--- src/rtl/zone_grid_selector.sv ---
// Purpose: classify each pixel into a COLS x ROWS screen zone and run a button-driven cursor/lock FSM.
// Latency: pixel_zone/pixel_valid/pixel_highlight appear exactly 2 clk after the coordinate; cursor/lock update 1 clk after a button edge.
// Backpressure: none; accepts one pixel every clock and never stalls.
module zone_grid_selector #(
  parameter int H_ACTIVE = 640,
  parameter int V_ACTIVE = 480,
  parameter int COLS     = 2,
  parameter int ROWS     = 2,
  localparam int N       = COLS * ROWS,
  localparam int ZW      = (N > 1) ? $clog2(N) : 1
) (
  input  logic          clk,
  input  logic          reset,
  input  logic [9:0]    horizontal,
  input  logic [9:0]    vertical,
  input  logic          btn_next,
  input  logic          btn_prev,
  input  logic          btn_confirm,
  output logic [ZW-1:0] pixel_zone,
  output logic          pixel_valid,
  output logic          pixel_highlight,
  output logic [ZW-1:0] cursor_zone,
  output logic          locked,
  output logic [ZW-1:0] selected_zone,
  output logic          confirm_pulse
);

  localparam int CW = (COLS > 1) ? $clog2(COLS) : 1;
  localparam int RW = (ROWS > 1) ? $clog2(ROWS) : 1;

  typedef enum logic {IDLE, LOCKED} state_t;

  // Boundaries are elaboration-time constants, so the compares below are against literals.
  function automatic logic [31:0] col_bound(input int i);
    return 32'(i * H_ACTIVE / COLS);
  endfunction

  function automatic logic [31:0] row_bound(input int j);
    return 32'(j * V_ACTIVE / ROWS);
  endfunction

  logic [31:0]   h_ext, v_ext;
  logic [CW-1:0] col_d, col_q;
  logic [RW-1:0] row_d, row_q;
  logic          in_d, in_q;
  logic [ZW-1:0] zone_d, zone_q;
  logic          hl_d, hl_q;
  logic          valid_q;

  logic          btn_next_q, btn_prev_q, btn_confirm_q;
  logic          ev_next, ev_prev, ev_confirm;
  state_t        state_d, state_q;
  logic [ZW-1:0] cursor_d, cursor_q;
  logic [ZW-1:0] selected_d, selected_q;
  logic          pulse_d, pulse_q;

  assign h_ext = {22'd0, horizontal};
  assign v_ext = {22'd0, vertical};

  // Stage 1 decode: the highest boundary not exceeding the coordinate gives the column/row;
  // the last column/row naturally absorbs any remainder.
  always_comb begin
    col_d = '0;
    row_d = '0;
    for (int i = 1; i < COLS; i++) begin
      if (h_ext >= col_bound(i)) col_d = CW'(i);
    end
    for (int j = 1; j < ROWS; j++) begin
      if (v_ext >= row_bound(j)) row_d = RW'(j);
    end
    in_d = (h_ext < 32'(H_ACTIVE)) && (v_ext < 32'(V_ACTIVE));
  end

  // Stage 2 decode: row-major zone index, forced to 0 outside the active area;
  // highlight uses the cursor as it stands at this same edge.
  always_comb begin
    zone_d = in_q ? (ZW'(row_q) * ZW'(COLS) + ZW'(col_q)) : '0;
    hl_d   = in_q && (zone_d == cursor_q);
  end

  // Two-stage pixel pipeline registers.
  always_ff @(posedge clk or posedge reset) begin
    if (reset) begin
      col_q   <= '0;
      row_q   <= '0;
      in_q    <= 1'b0;
      zone_q  <= '0;
      valid_q <= 1'b0;
      hl_q    <= 1'b0;
    end else begin
      col_q   <= col_d;
      row_q   <= row_d;
      in_q    <= in_d;
      zone_q  <= zone_d;
      valid_q <= in_q;
      hl_q    <= hl_d;
    end
  end

  // Button history resets high so a button already held at reset release is not an edge.
  always_ff @(posedge clk or posedge reset) begin
    if (reset) begin
      btn_next_q    <= 1'b1;
      btn_prev_q    <= 1'b1;
      btn_confirm_q <= 1'b1;
    end else begin
      btn_next_q    <= btn_next;
      btn_prev_q    <= btn_prev;
      btn_confirm_q <= btn_confirm;
    end
  end

  assign ev_next    = btn_next    & ~btn_next_q;
  assign ev_prev    = btn_prev    & ~btn_prev_q;
  assign ev_confirm = btn_confirm & ~btn_confirm_q;

  // Cursor/lock state register.
  always_ff @(posedge clk or posedge reset) begin
    if (reset) begin
      state_q    <= IDLE;
      cursor_q   <= '0;
      selected_q <= '0;
      pulse_q    <= 1'b0;
    end else begin
      state_q    <= state_d;
      cursor_q   <= cursor_d;
      selected_q <= selected_d;
      pulse_q    <= pulse_d;
    end
  end

  // Next-state logic: confirm wins over movement; simultaneous next+prev cancel out.
  always_comb begin
    state_d    = state_q;
    cursor_d   = cursor_q;
    selected_d = selected_q;
    pulse_d    = 1'b0;
    case (state_q)
      IDLE: begin
        if (ev_confirm) begin
          state_d    = LOCKED;
          selected_d = cursor_q;
          pulse_d    = 1'b1;
        end else if (ev_next && !ev_prev) begin
          cursor_d = (cursor_q == ZW'(N - 1)) ? '0 : cursor_q + ZW'(1);
        end else if (ev_prev && !ev_next) begin
          cursor_d = (cursor_q == '0) ? ZW'(N - 1) : cursor_q - ZW'(1);
        end
      end
      LOCKED: begin
        if (ev_confirm) state_d = IDLE;
      end
      default: state_d = IDLE;
    endcase
  end

  assign pixel_zone      = zone_q;
  assign pixel_valid     = valid_q;
  assign pixel_highlight = hl_q;
  assign cursor_zone     = cursor_q;
  assign locked          = (state_q == LOCKED);
  assign selected_zone   = selected_q;
  assign confirm_pulse   = pulse_q;

endmodule
--- config.mk ---
export PLATFORM = sky130hd
export DESIGN_NAME = zone_grid_selector
export DESIGN_NICKNAME = d
export VERILOG_FILES = /design/src/rtl/zone_grid_selector.sv
export SDC_FILE = /design/constraint.sdc
export NUM_CORES = 1
export LEC_CHECK = 0
export ABC_CLOCK_PERIOD_IN_PS = 1300
export BUFFER_PORTS_ARGS = -buffer_cell sky130_fd_sc_hd__buf_4
export CAP_MARGIN = 20
export CORE_UTILIZATION = 35
export DETAILED_ROUTE_END_ITERATION = 6
export PLACE_DENSITY = 0.67
export SETUP_SLACK_MARGIN = 0.5
export SYNTH_ARGS = -nofsm -noshare
export SYNTH_HDL_FRONTEND = slang
export SYNTH_SLANG_ARGS = --single-unit
--- constraint.sdc ---
create_clock -name clk -period 1.3 [get_ports clk]
set_input_delay 0.26 -clock clk [delete_from_list [all_inputs] [get_ports clk]]
set_output_delay 0.26 -clock clk [all_outputs]
set_load 0.05 [all_outputs]
# --- Word level (Yosys, flattened, before mapping) ---
# Cells that the tools add are included.
totals:
  register_bits: 16
  inputBits: 25
  output_inout_bits: 10
  word_cells: 51
op_classes:
  add_sub_neg: 3
  magnitude_cmp: 4
  n_eq_ne: 2
  n_mux: 11
  bitwise_logic: 8
  reduce_logical: 10
ops:
  columns: ["op", "n"]
  rows:
  - ["10-bit by 8-bit >= comparator with 1-bit output, second input constant", 1]
  - ["10-bit by 9-bit >= comparator with 1-bit output, second input constant", 1]
  - ["10-bit < comparator, second input constant", 1]
  - ["10-bit by 9-bit < comparator with 1-bit output, second input constant", 1]
  - ["2-bit 2-to-1 mux", 5]
  - ["1-bit 2-to-1 mux", 5]
  - ["1-bit NOT", 5]
  - ["1-bit logical AND", 4]
  - ["1-bit bitwise AND", 3]
  - ["3-bit AND reduction", 1]
  - ["2-bit by 1-bit adder with 2-bit output", 1]
  - ["2-bit by 1-bit adder with 2-bit output, second input constant", 1]
  - ["2-bit == test", 1]
  - ["2-bit == test, second input constant", 1]
  - ["1-bit zero test", 2]
  - ["2-bit zero test", 1]
  - ["1-bit one-hot mux with 2 select lines", 1]
  - ["2-bit AND reduction", 1]
  - ["2-bit nonzero test", 1]
  - ["2-bit by 1-bit subtractor with 2-bit output, second input constant", 1]

# --- Logic depth before layout (Yosys ltp) ---
# Gate-level depths: netlist (run 1).
logic_depth:
  ltp_word: 6
  mapped_depth: 5

# --- Worst setup path before layout (run 1) ---
# OpenSTA, ideal clock, no wires.
synth_timing:
  kind: "register to register"
  start: "reg cursor_q[0], in the netlist cursor_zone[0]"
  end: "reg cursor_q[1], in the netlist cursor_zone[1]"
  setup_time_ns: 0.083
  t_arrival_ns: 1.354
  slack_ns: -0.137
  stages_incl_launch_ff: 5
  n_path_buf: 0
  period_less_slack_ns: 1.437
  cell_sequence: "dfrtp_1 > inv_1 > ha_1 > xor2_1 > o21ai_0"
synth_between:
  elab_chain_len: 4
  elab_cells_between_ends: 8
synth_rtl:
  columns: ["item", "line_no", "text"]
  rows:
  - ["from (decl)", "53", "logic [ZW-1:0] cursor_d, cursor_q;"]
  - ["from (signal assigned)", "126", "cursor_q <= cursor_d;"]
  - ["2-bit by 1-bit subtractor with 2-bit output or 2-bit zero test (tied branches)", "147", "cursor_d = (cursor_q == '0) ? ZW'(N - 1) : cursor_q - ZW'(1);"]
  - ["2-bit 2-to-1 mux", "147", null]
  - ["2-bit 2-to-1 mux", "146", "end else if (ev_prev && !ev_next) begin"]
  - ["2-bit 2-to-1 mux (*)", "144", "end else if (ev_next && !ev_prev) begin"]
# Mark *: on every way between the ends. The rest lies on a longest branch, timed or not. The select of a mux whose other input is x is not followed.
# A chain may end at the register's enable or synchronous reset.

# --- Worst setup path in the final report (run 1) ---
layout_timing:
  start: "reg btn_prev_q"
  end: "reg cursor_q[0], in the netlist cursor_zone[0]"
layout_between:
  elab_chain_len: 6
  elab_cells_between_ends: 8
layout_rtl:
  columns: ["item", "line_no", "text"]
  rows:
  - ["from (decl)", "50", "logic btn_next_q, btn_prev_q, btn_confirm_q;"]
  - ["from (signal assigned)", "108", "btn_prev_q <= btn_prev;"]
  - ["1-bit NOT (*)", "114", "assign ev_prev = btn_prev & ~btn_prev_q;"]
  - ["1-bit bitwise AND (*)", "114", null]
  - ["1-bit zero test", "144", null]
  - ["1-bit logical AND", "144", null]
  - ["2-bit nonzero test (no source line)", null, null]
  - ["3-bit AND reduction (no source line)", null, null]
# Mark *: on every way between the ends. The rest lies on a longest branch, timed or not.

==> results of run 1 <==
[metal layers]
metal	vias up	GRT usage
li1	229	-
met4	0	0.109
met3	2	0.0280
met5	-	0
met1	230	0.180
met2	17	0.226
[what timing repair did]
item / 4_1_cts / 5_1_grt
pin swaps: 1 / 2
hold endpoints to repair: 13 / 0
cloned: 0 / 0
hold buffers: 1 / 0
endpoints found under the setup margin: 17 / 22
gates resized for setup: 22 / 5
buffers inserted: 3 / 0
[worst max-delay path by stage]
stage                           from             end  slack [ps]
after floorplan           btn_prev_q  cursor_zone[0]          20
after global placement    btn_prev_q  cursor_zone[0]          -9
after global routing      btn_prev_q  cursor_zone[0]        -110
after CTS                 btn_prev_q  cursor_zone[0]         -60
after detailed placement  btn_prev_q  cursor_zone[0]         -30
final                     btn_prev_q  cursor_zone[0]         -50
[metrics by stage]
| stage | util | setup WS (ps) | area [um^2] | cells |
|---|---|---|---|---|
| after floorplan | - | 16.2 | 723 | 50 |
| after global placement | 0.540 | -9.18 | 942 | 100 |
| after detailed placement | 0.540 | -26.3 | 942 | 100 |
| after CTS | 0.626 | -56.7 | 1090 | 108 |
| after global routing | 0.639 | -109 | 1110 | 108 |
| final | 0.639 | -47.4 | 1110 | 108 |
[registers in the layout, indices dropped and copies added, names as in the netlist]
register         cells
in_q                 1
btn_prev_q           1
pixel_valid          1
btn_next_q           1
selected_zone        2
btn_confirm_q        1
row_q                1
confirm_pulse        1
cursor_zone          2
pixel_highlight      1
col_q                1
pixel_zone           2
locked               1
[cells in the mapped netlist, drive strengths merged]
cell type / instances / area share
and3: 2 / 0.019
xnor2: 2 / 0.027
a211oi: 1 / 0.011
inv: 6 / 0.034
nor2b: 1 / 0.0095
dfstp: 3 / 0.12
ha: 5 / 0.095
a211o: 2 / 0.027
o21a: 1 / 0.011
mux2: 2 / 0.034
nand2b: 4 / 0.049
o21ai: 3 / 0.023
xor2: 1 / 0.013
a21oi: 1 / 0.0076
and2: 2 / 0.019
dfrtp: 13 / 0.49
nand2: 1 / 0.0057
[power groups by stage]
stage	logic [mW]	registers (mW)	clock network, mW
CTS	1.07	0.723	0.334
floorplan	0.259	1.04	0
detailed placement	0.825	0.726	0
global route	1.19	0.743	0.353
finish	1.12	0.731	0.321
global placement	0.806	0.722	0
[logic make-up after synthesis]
family | share of synthesized area
multiplexers | 0.0342
flip-flops | 0.614
adder cells (fa/ha/maj) | 0.0951
XOR/XNOR | 0.0399
buffers and inverters | 0.0342
AO/OA/AOI/OAI | 0.0798
AND/OR/NAND/NOR | 0.103
[cell type report]
type                       count  area, um^2
clock buffer                   4        36.3
fill                         133         631
inverter                       6        25.0
multi-input combinational     28         299
sequential                    16         417
tap                           25        31.3
timing repair buffer          29         307
[worst reg2reg max path, cell delays in order, from the launching register on]
cell,delay (ps)
dfstp_2,530
nand2b_4,120
ha_4,190
nand2b_4,140
a211o_1,220
o21ai_1,80
==> out/qor.txt, run 1 <==
maximum clock insertion buffer count -> 2
#FFs+latches synth -> 16
part of the power in registers -> 0.337
CP arrival -> 1550 ps
CP Buf/Inv Count -> 0
die width -> 45.4 um
worst-margin pin slew -> 182 ps
Critical Path RT -> 1510 ps
final weighted congestion of routability-driven global placement -> 0.638
clk_lat worst skew -> 280 ps
clk_skew -> 0.939 ps
slew margin rel. -> 0.878
clock slew at reported path FFs -> 90 ps
outcome -> finished, violations left
FF-to-FF setup slack -> -50 ps
CTS Buf Count -> 3
Die Height -> 45.4 um
Area growth, synth to finish -> 69.4%
setup ws final -> -47.4 ps
DR WL/cell -> 11.1 um
Sink Count -> 16
Cell Pwr Density -> 1950 nW/um^2
synth unique cells -> 18
H-tree lvl count -> 1
clk root buf -> clkbuf_4
Switch Pwr -> 0.833 mW
met2 wirelength from detailed routing -> 668 um
core area -> 1750 um^2
grt ovf -> 0
cell family with most CP delay -> flip-flops
WP depth -> 5
Peak VDD IR -> 922 uV
CP Launch Type -> register
vias in the first global route -> 463
Sw Ratio -> 0.384
combinational share of power -> 0.515
cells along the critical path -> nand2b_4 > ha_4 > nand2b_4 > a211o_1 > o21ai_1
Ports -> 35
worst hold path class -> in -> reg
Remaining DRCs -> 0
Setup crit end kind -> register
failing checks -> negative setup slack
Hold Startpoint -> btn_next
P_leak -> 0.527 nW
Fmax -> 742 MHz
largest net degree at the start of global routing -> 17
Fin Setup TNS -> -47.4 ps
Post-DP HPWL -> 856 um
number of max-cap violations -> 0
commonest non-fill, non-tap cell in the layout -> buf_4
FF-to-FF path depth -> 5
slowest CP cell -> dfstp_2
WL final -> 1200 um
cell repeated most along the worst path -> nand2b_4
share of layout cells above drive strength 1 -> 0.675
GRT Overall Usage -> 0.146
n_diodes -> 0
Final period util -> 1.04
RSZ-0062 raised after global routing -> yes
most frequent cells in the layout -> 15 x buf_4, 10 x dfrtp_2, 10 x buf_8
iteration-0 DRC count of the detailed router -> 1
worst hold slack -> 83.5 ps
RR Startpoint -> btn_prev_q
Syn Nets -> 80
first-pass GRT wire length -> 2030 um
mean post-synth cell area -> 13.2 um^2
endpoints failing setup -> 1
Slew Viols, Final -> 0
register area share after synthesis -> 0.614
Cells after Synth -> 50
Vias -> 478
hold path cells -> 1
Int Power -> 1.34 mW
Synthesis Warnings -> 0
top layer in use -> met4
Synth Cell Area -> 658 um^2
die footprint -> 2060 um^2
clock power share -> 0.148
Initial Util -> 0.377
WL met1 -> 470 um
Pwr Total -> 2.17 mW
CP max stage delay -> 530 ps
Routed Antenna Nets -> 0
DRT Pass-1 Iters -> 2
critical path class -> reg -> reg
initial antenna violation count -> 0
# rows -> 15
I/O Buffers -> 24
vias per cell -> 4.43
Crit Path Max Fanout -> 4
CTS tree -> yes
hold path endpoint -> btn_next_q
r2r endpoint -> cursor_zone[0]
Nets -> 114
post-layout minimum cycle time -> 1350 ps
final hold vios -> 0
WL met3 -> 53 um
Power figures use the tool's default switching activity.
==> inputs of run 2 (changes only) <==
--- a/config.mk
+++ b/config.mk
@@ -8,9 +8,11 @@
 export ABC_CLOCK_PERIOD_IN_PS = 1300
 export BUFFER_PORTS_ARGS = -buffer_cell sky130_fd_sc_hd__buf_4
 export CAP_MARGIN = 20
-export CORE_UTILIZATION = 35
+export CELL_PAD_IN_SITES_DETAIL_PLACEMENT = 1
+export CELL_PAD_IN_SITES_GLOBAL_PLACEMENT = 1
+export CORE_UTILIZATION = 28
 export DETAILED_ROUTE_END_ITERATION = 6
-export PLACE_DENSITY = 0.67
+export PLACE_DENSITY_LB_ADDON = 0.1
 export SETUP_SLACK_MARGIN = 0.5
 export SYNTH_ARGS = -nofsm -noshare
 export SYNTH_HDL_FRONTEND = slang
==> run 2 against run 1 <==
  * The flow still finishes with violations (negative setup slack)
  * Sequential share of layout area fell by 0.78 points
  * Via count grew 4.8%
  * Final cell count up 6.5%
  * Setup slack worse by 8.1 ps
  * Maximum frequency decreased by 0.60%
  * Register-to-register slack about the same
  * Largest cell class unchanged
  * Largest power group unchanged
==> out/qor.txt, run 2 (synthesis gave the netlist of run 1 again) <==
outcome -> finished, violations left
failing checks -> negative setup slack
critical path class -> reg -> reg
vias in the first global route -> 553 (+19%)
RSZ-0062 raised after global routing -> yes
grt ovf -> 0 (unchanged)
die width -> 50.5 um (+11%)
vias per cell -> 4.36 (-1.6%)
Pwr Total -> 2.21 mW (+2.0%)
GRT Overall Usage -> 0.132 (-0.0145)
Ports -> 35 (unchanged)
first-pass GRT wire length -> 2330 um (+15%)
clk root buf -> clkbuf_4
Routed Antenna Nets -> 0 (unchanged)
Die Height -> 50.5 um (+11%)
largest net degree at the start of global routing -> 17 (unchanged)
WL final -> 1450 um (+20%)
setup ws final -> -55.5 ps (-8.10 ps)
DRT Pass-1 Iters -> 1 (-1)
I/O Buffers -> 24 (unchanged)
slew margin rel. -> 0.870 (-0.00797)
Initial Util -> 0.298 (-0.0795)
maximum clock insertion buffer count -> 2 (unchanged)
Cell Pwr Density -> 1940 nW/um^2 (-0.15%)
clk_lat worst skew -> 280 ps (about the same)
n_diodes -> 0 (unchanged)
Area growth, synth to finish -> 73.0%
final hold vios -> 0 (unchanged)
CTS tree -> yes
iteration-0 DRC count of the detailed router -> 0 (-1)
Vias -> 501 (+4.8%)
clk_skew -> 1.25 ps (+0.316 ps)
final weighted congestion of routability-driven global placement -> 0.593 (-7.1%)
share of layout cells above drive strength 1 -> 0.690 (+0.0150)
endpoints failing setup -> 2 (+1)
Nets -> 118 (+3.5%)
Fmax -> 738 MHz (-0.60%)
core area -> 2210 um^2 (+27%)
commonest non-fill, non-tap cell in the layout -> buf_4
P_leak -> 0.545 nW (+3.2%)
DR WL/cell -> 12.6 um (+13%)
die footprint -> 2550 um^2 (+24%)
clock slew at reported path FFs -> 100 ps (about the same)
Sink Count -> 16 (unchanged)
worst hold path class -> in -> reg
Peak VDD IR -> 964 uV (+4.6%)
CP arrival -> 1570 ps (+20 ps)
number of max-cap violations -> 0 (unchanged)
post-layout minimum cycle time -> 1360 ps (+8.10 ps)
Remaining DRCs -> 0 (unchanged)
H-tree lvl count -> 1 (unchanged)
Slew Viols, Final -> 0 (unchanged)
worst hold slack -> 83.3 ps (-0.155 ps)
initial antenna violation count -> 0 (unchanged)
worst-margin pin slew -> 194 ps (+11.9 ps)
Critical Path RT -> 1520 ps (about the same)
Final period util -> 1.04 (+0.00623)
CP Launch Type -> register
Crit Path Max Fanout -> 3 (-1)
# rows -> 17 (+2)
most frequent cells in the layout -> 19 x buf_4, 10 x dfrtp_2, 8 x buf_8
CTS Buf Count -> 3 (unchanged)
Setup crit end kind -> register
-- run 2: cell types whose count changed in the layout (fill, tap and decap cells not counted), sizes merged --
| cell | before | now |
|---|---|---|
| buf | 28 | 32 |
-- run 2: final timing paths --
kind / from / endpoint / slack, ps / cells after the start
worst max-delay path: btn_prev_q / cursor_zone[0] / -60 / 5
worst min-delay path: btn_next / btn_next_q / 80 / 1
worst max register to register: btn_prev_q / cursor_zone[0] / -60 / 5
worst min register to register: in_q / pixel_valid / 420 / 0
max in group asynchronous: reset / btn_confirm_q / 540 / 4
min in group asynchronous: reset / pixel_zone[0] / 530 / 4
-- run 2: worst max-delay path, cell delays in order, from the launching register on --
cell and delay (ps):
dfstp_2 530, nand2b_4 120, ha_4 190, nand2b_4 140
a211o_1 230, o21ai_1 70
-- run 2: repair_timing --
action                                  in CTS  in global routing
hold endpoints to repair                    13                  0
resized for setup                           22                  3
setup buffers                                4                  3
endpoints found under the setup margin      17                 20
pin swaps                                    3                  0
hold buffers                                 1                  0
-- run 2: report_power, final --
part | leakage, nW | total (mW) | internal, mW | switching (mW)
Sequential | 0.179 | 0.729 | 0.622 | 0.107
Clock | 0.0210 | 0.330 | 0.170 | 0.160
Combinational | 0.345 | 1.15 | 0.563 | 0.589
Total | 0.545 | 2.21 | 1.36 | 0.856
-- run 2: final cells by class --
type	instances	area, um^2
inverters	6	22.5
multi-input cells	28	299
fillers	230	1070
well taps	28	35.0
repair buffers	33	329
clock buffers	4	36.3
flip-flops and latches	16	417
-- run 2: per-stage QoR --
step,util,instance area [um^2],instances,TNS (ps),setup WS [ps]
6_report,0.515,1140,115,-87.7,-55.5
5_1_grt,0.515,1140,115,-170,-85.6
4_1_cts,0.499,1100,112,-116,-71.7
3_5_place_dp,0.428,946,103,-47.8,-47.8
3_3_place_gp,0.428,946,103,-26.2,-26.2
2_1_floorplan,-,723,50,0,16.2
-- run 2: metal layers --
metal	wire length (um)	up-vias	track usage
met5	0	-	0
met4	11	0	0.0694
met3	58	2	0.0273
met2	818	14	0.236
met1	558	246	0.144
li1	-	239	-
==> inputs of run 3 (changes only) <==
--- a/config.mk
+++ b/config.mk
@@ -10,6 +10,7 @@
 export CAP_MARGIN = 20
 export CELL_PAD_IN_SITES_DETAIL_PLACEMENT = 1
 export CELL_PAD_IN_SITES_GLOBAL_PLACEMENT = 1
+export CORE_ASPECT_RATIO = 1.75
 export CORE_UTILIZATION = 28
 export DETAILED_ROUTE_END_ITERATION = 6
 export PLACE_DENSITY_LB_ADDON = 0.1
==> run 3 against run 2 <==
  * The flow still finishes with violations (negative setup slack)
  * Non-clock buffer count down 3
  * Final cell count fell by 6.1%
  * Final area down 2.1%
  * Sequential power about the same
  * Combinational power is 4% lower
  * Sequential share of layout area is 0.78 points higher
  * Worst hold slack got worse by 17 ps
  * Clock-buffer cell count is the same
  * Largest power group unchanged
==> out/qor.txt, run 3 (synthesis gave the netlist of run 1 again) <==
Nets -> 115 (-2.5%)
DR WL/cell -> 12.5 um (-0.74%)
final hold vios -> 0 (unchanged)
Hold Startpoint -> btn_next
post-layout minimum cycle time -> 1340 ps (-18.3 ps)
FF-to-FF path depth -> 5 (unchanged)
number of max-cap violations -> 0 (unchanged)
commonest non-fill, non-tap cell in the layout -> buf_4
hold path endpoint -> btn_next_q
placed inst area -> 941 um^2 (-0.53%)
# rows -> 22 (+5)
RSZ-0062 raised after global routing -> yes
initial antenna violation count -> 0 (unchanged)
Ports -> 35 (unchanged)
Fin Setup TNS -> -56.4 ps (+31.3 ps)
Final period util -> 1.03 (-0.0141)
CP arrival -> 1570 ps (about the same)
first-pass GRT wire length -> 2420 um (+4.1%)
Cell Pwr Density -> 1950 nW/um^2 (+0.35%)
setup ws final -> -37.2 ps (+18.3 ps)
CTS Buf Count -> 3 (unchanged)
Die Height -> 66.1 um (+31%)
Fmax -> 748 MHz (+1.4%)
endpoints failing setup -> 2 (unchanged)
final weighted congestion of routability-driven global placement -> 0.607 (+2.3%)
die footprint -> 2560 um^2 (+0.31%)
clock power share -> 0.157 (+0.008)
maximum clock insertion buffer count -> 2 (unchanged)
Area growth, synth to finish -> 69.4%
RR Startpoint -> btn_prev_q
fillcell total -> 232 (+0.87%)
critical path class -> reg -> reg
clk root buf -> clkbuf_4
Vias -> 495 (-1.2%)
worst-margin pin slew -> 185 ps (-9.47 ps)
part of the power in registers -> 0.336 (+0.006)
most frequent cells in the layout -> 17 x buf_4, 10 x dfrtp_2, 8 x buf_8
iteration-0 DRC count of the detailed router -> 1 (+1)
largest net degree at the start of global routing -> 17 (unchanged)
n_diodes -> 0 (unchanged)
failing checks -> negative setup slack
pre-CTS setup slack -> -28.2 ps (+19.6 ps)
share of layout cells above drive strength 1 -> 0.702 (+0.0127)
I/O Buffers -> 24 (unchanged)
slew margin rel. -> 0.876 (+0.00616)
WL final -> 1350 um (-6.8%)
clk_lat worst skew -> 300 ps (+20 ps)
GRT Overall Usage -> 0.142 (+0.0103)
Sw Ratio -> 0.400 (+0.0129)
Int Power -> 1.30 mW (-3.8%)
Remaining DRCs -> 0 (unchanged)
FF-to-FF setup slack -> -40 ps (+20 ps)
die width -> 38.7 um (-23%)
Finished Cell Area -> 1110 um^2 (-2.1%)
P_leak -> 0.530 nW (-2.6%)
outcome -> finished, violations left
Crit. Startpoint -> btn_prev_q
Initial Util -> 0.307 (+0.00902)
CP Launch Type -> register
Setup crit end kind -> register
H-tree lvl count -> 1 (unchanged)
worst hold path class -> in -> reg
Sink Count -> 16 (unchanged)
Crit Path Max Fanout -> 3 (unchanged)
CTS tree -> yes
DRT Pass-1 Iters -> 2 (+1)
Peak VDD IR -> 980 uV (+1.7%)
Reg area -> 417 um^2 (unchanged)
Routed Antenna Nets -> 0 (unchanged)
r2r endpoint -> cursor_zone[0]
clock slew at reported path FFs -> 100 ps (about the same)
Slew Viols, Final -> 0 (unchanged)
combinational share of power -> 0.507 (-0.014)
vias in the first global route -> 541 (-2.2%)
Post-DP HPWL -> 978 um
clk_skew -> 2.99 ps (+1.74 ps)
Critical Path RT -> 1530 ps (about the same)
hold path cells -> 1 (unchanged)
vias per cell -> 4.58 (+5.2%)
grt ovf -> 0 (unchanged)
core area -> 2150 um^2 (-2.9%)
Switch Pwr -> 0.869 mW (+1.5%)
Multi-input gate area -> 307 um^2 (+2.5%)
-- run 3: power by group through the flow --
stage,combinational (mW),clock (mW),sequential [mW]
after CTS,1.05,0.350,0.725
after global routing,1.18,0.372,0.749
final,1.10,0.341,0.729
after global placement,0.811,0,0.726
after floorplan,0.259,0,1.04
after detailed placement,0.834,0,0.726
-- run 3: metrics by stage --
step	hold WS (ps)	total power, mW	std cells	utilization
floorplan	171	1.29	50	-
global placement	283	1.54	99	0.438
detailed placement	303	1.56	99	0.438
CTS	58.8	2.13	107	0.507
global route	48.7	2.30	108	0.519
finish	66.5	2.17	108	0.519
-- run 3: per-layer routing --
layer	up-vias	wire (um)	track usage	share of wire
met1	244	473	0.147	0.35
met4	0	60	0.116	0.045
li1	230	-	-	-
met3	5	47	0.0236	0.035
met2	16	766	0.233	0.57
met5	-	0	0	0
-- run 3: layout make-up --
type / count / share of cell area
Clock buffer: 4 / 0.0325
Inverter: 6 / 0.0202
Multi-Input combinational cell: 28 / 0.275
Sequential cell: 16 / 0.374
Tap cell: 24 / 0.0269
Timing Repair Buffer: 30 / 0.272
-- run 3: worst max-delay path by stage --
stage / endpoint / cells after the start
after floorplan: cursor_zone[0] / 5
after global placement: cursor_zone[0] / 5
after detailed placement: cursor_zone[0] / 5
after CTS: cursor_zone[0] / 5
after global routing: cursor_zone[0] / 5
final: cursor_zone[0] / 5
-- run 3: repair_timing --
action | 4_1_cts | 5_1_grt
pin swaps | 1 | 1
hold endpoints to repair | 13 | 0
resized for setup | 21 | 5
endpoints found under the setup margin | 17 | 20
hold buffers | 1 | 0
cloned | 0 | 0
setup buffers | 3 | 1
-- run 3: critical path: stages, from the launching register on --
cell and delay, ps:
dfstp_2 530, nand2b_4 120, ha_4 190, nand2b_4 140, a211o_1 220, o21ai_1 60
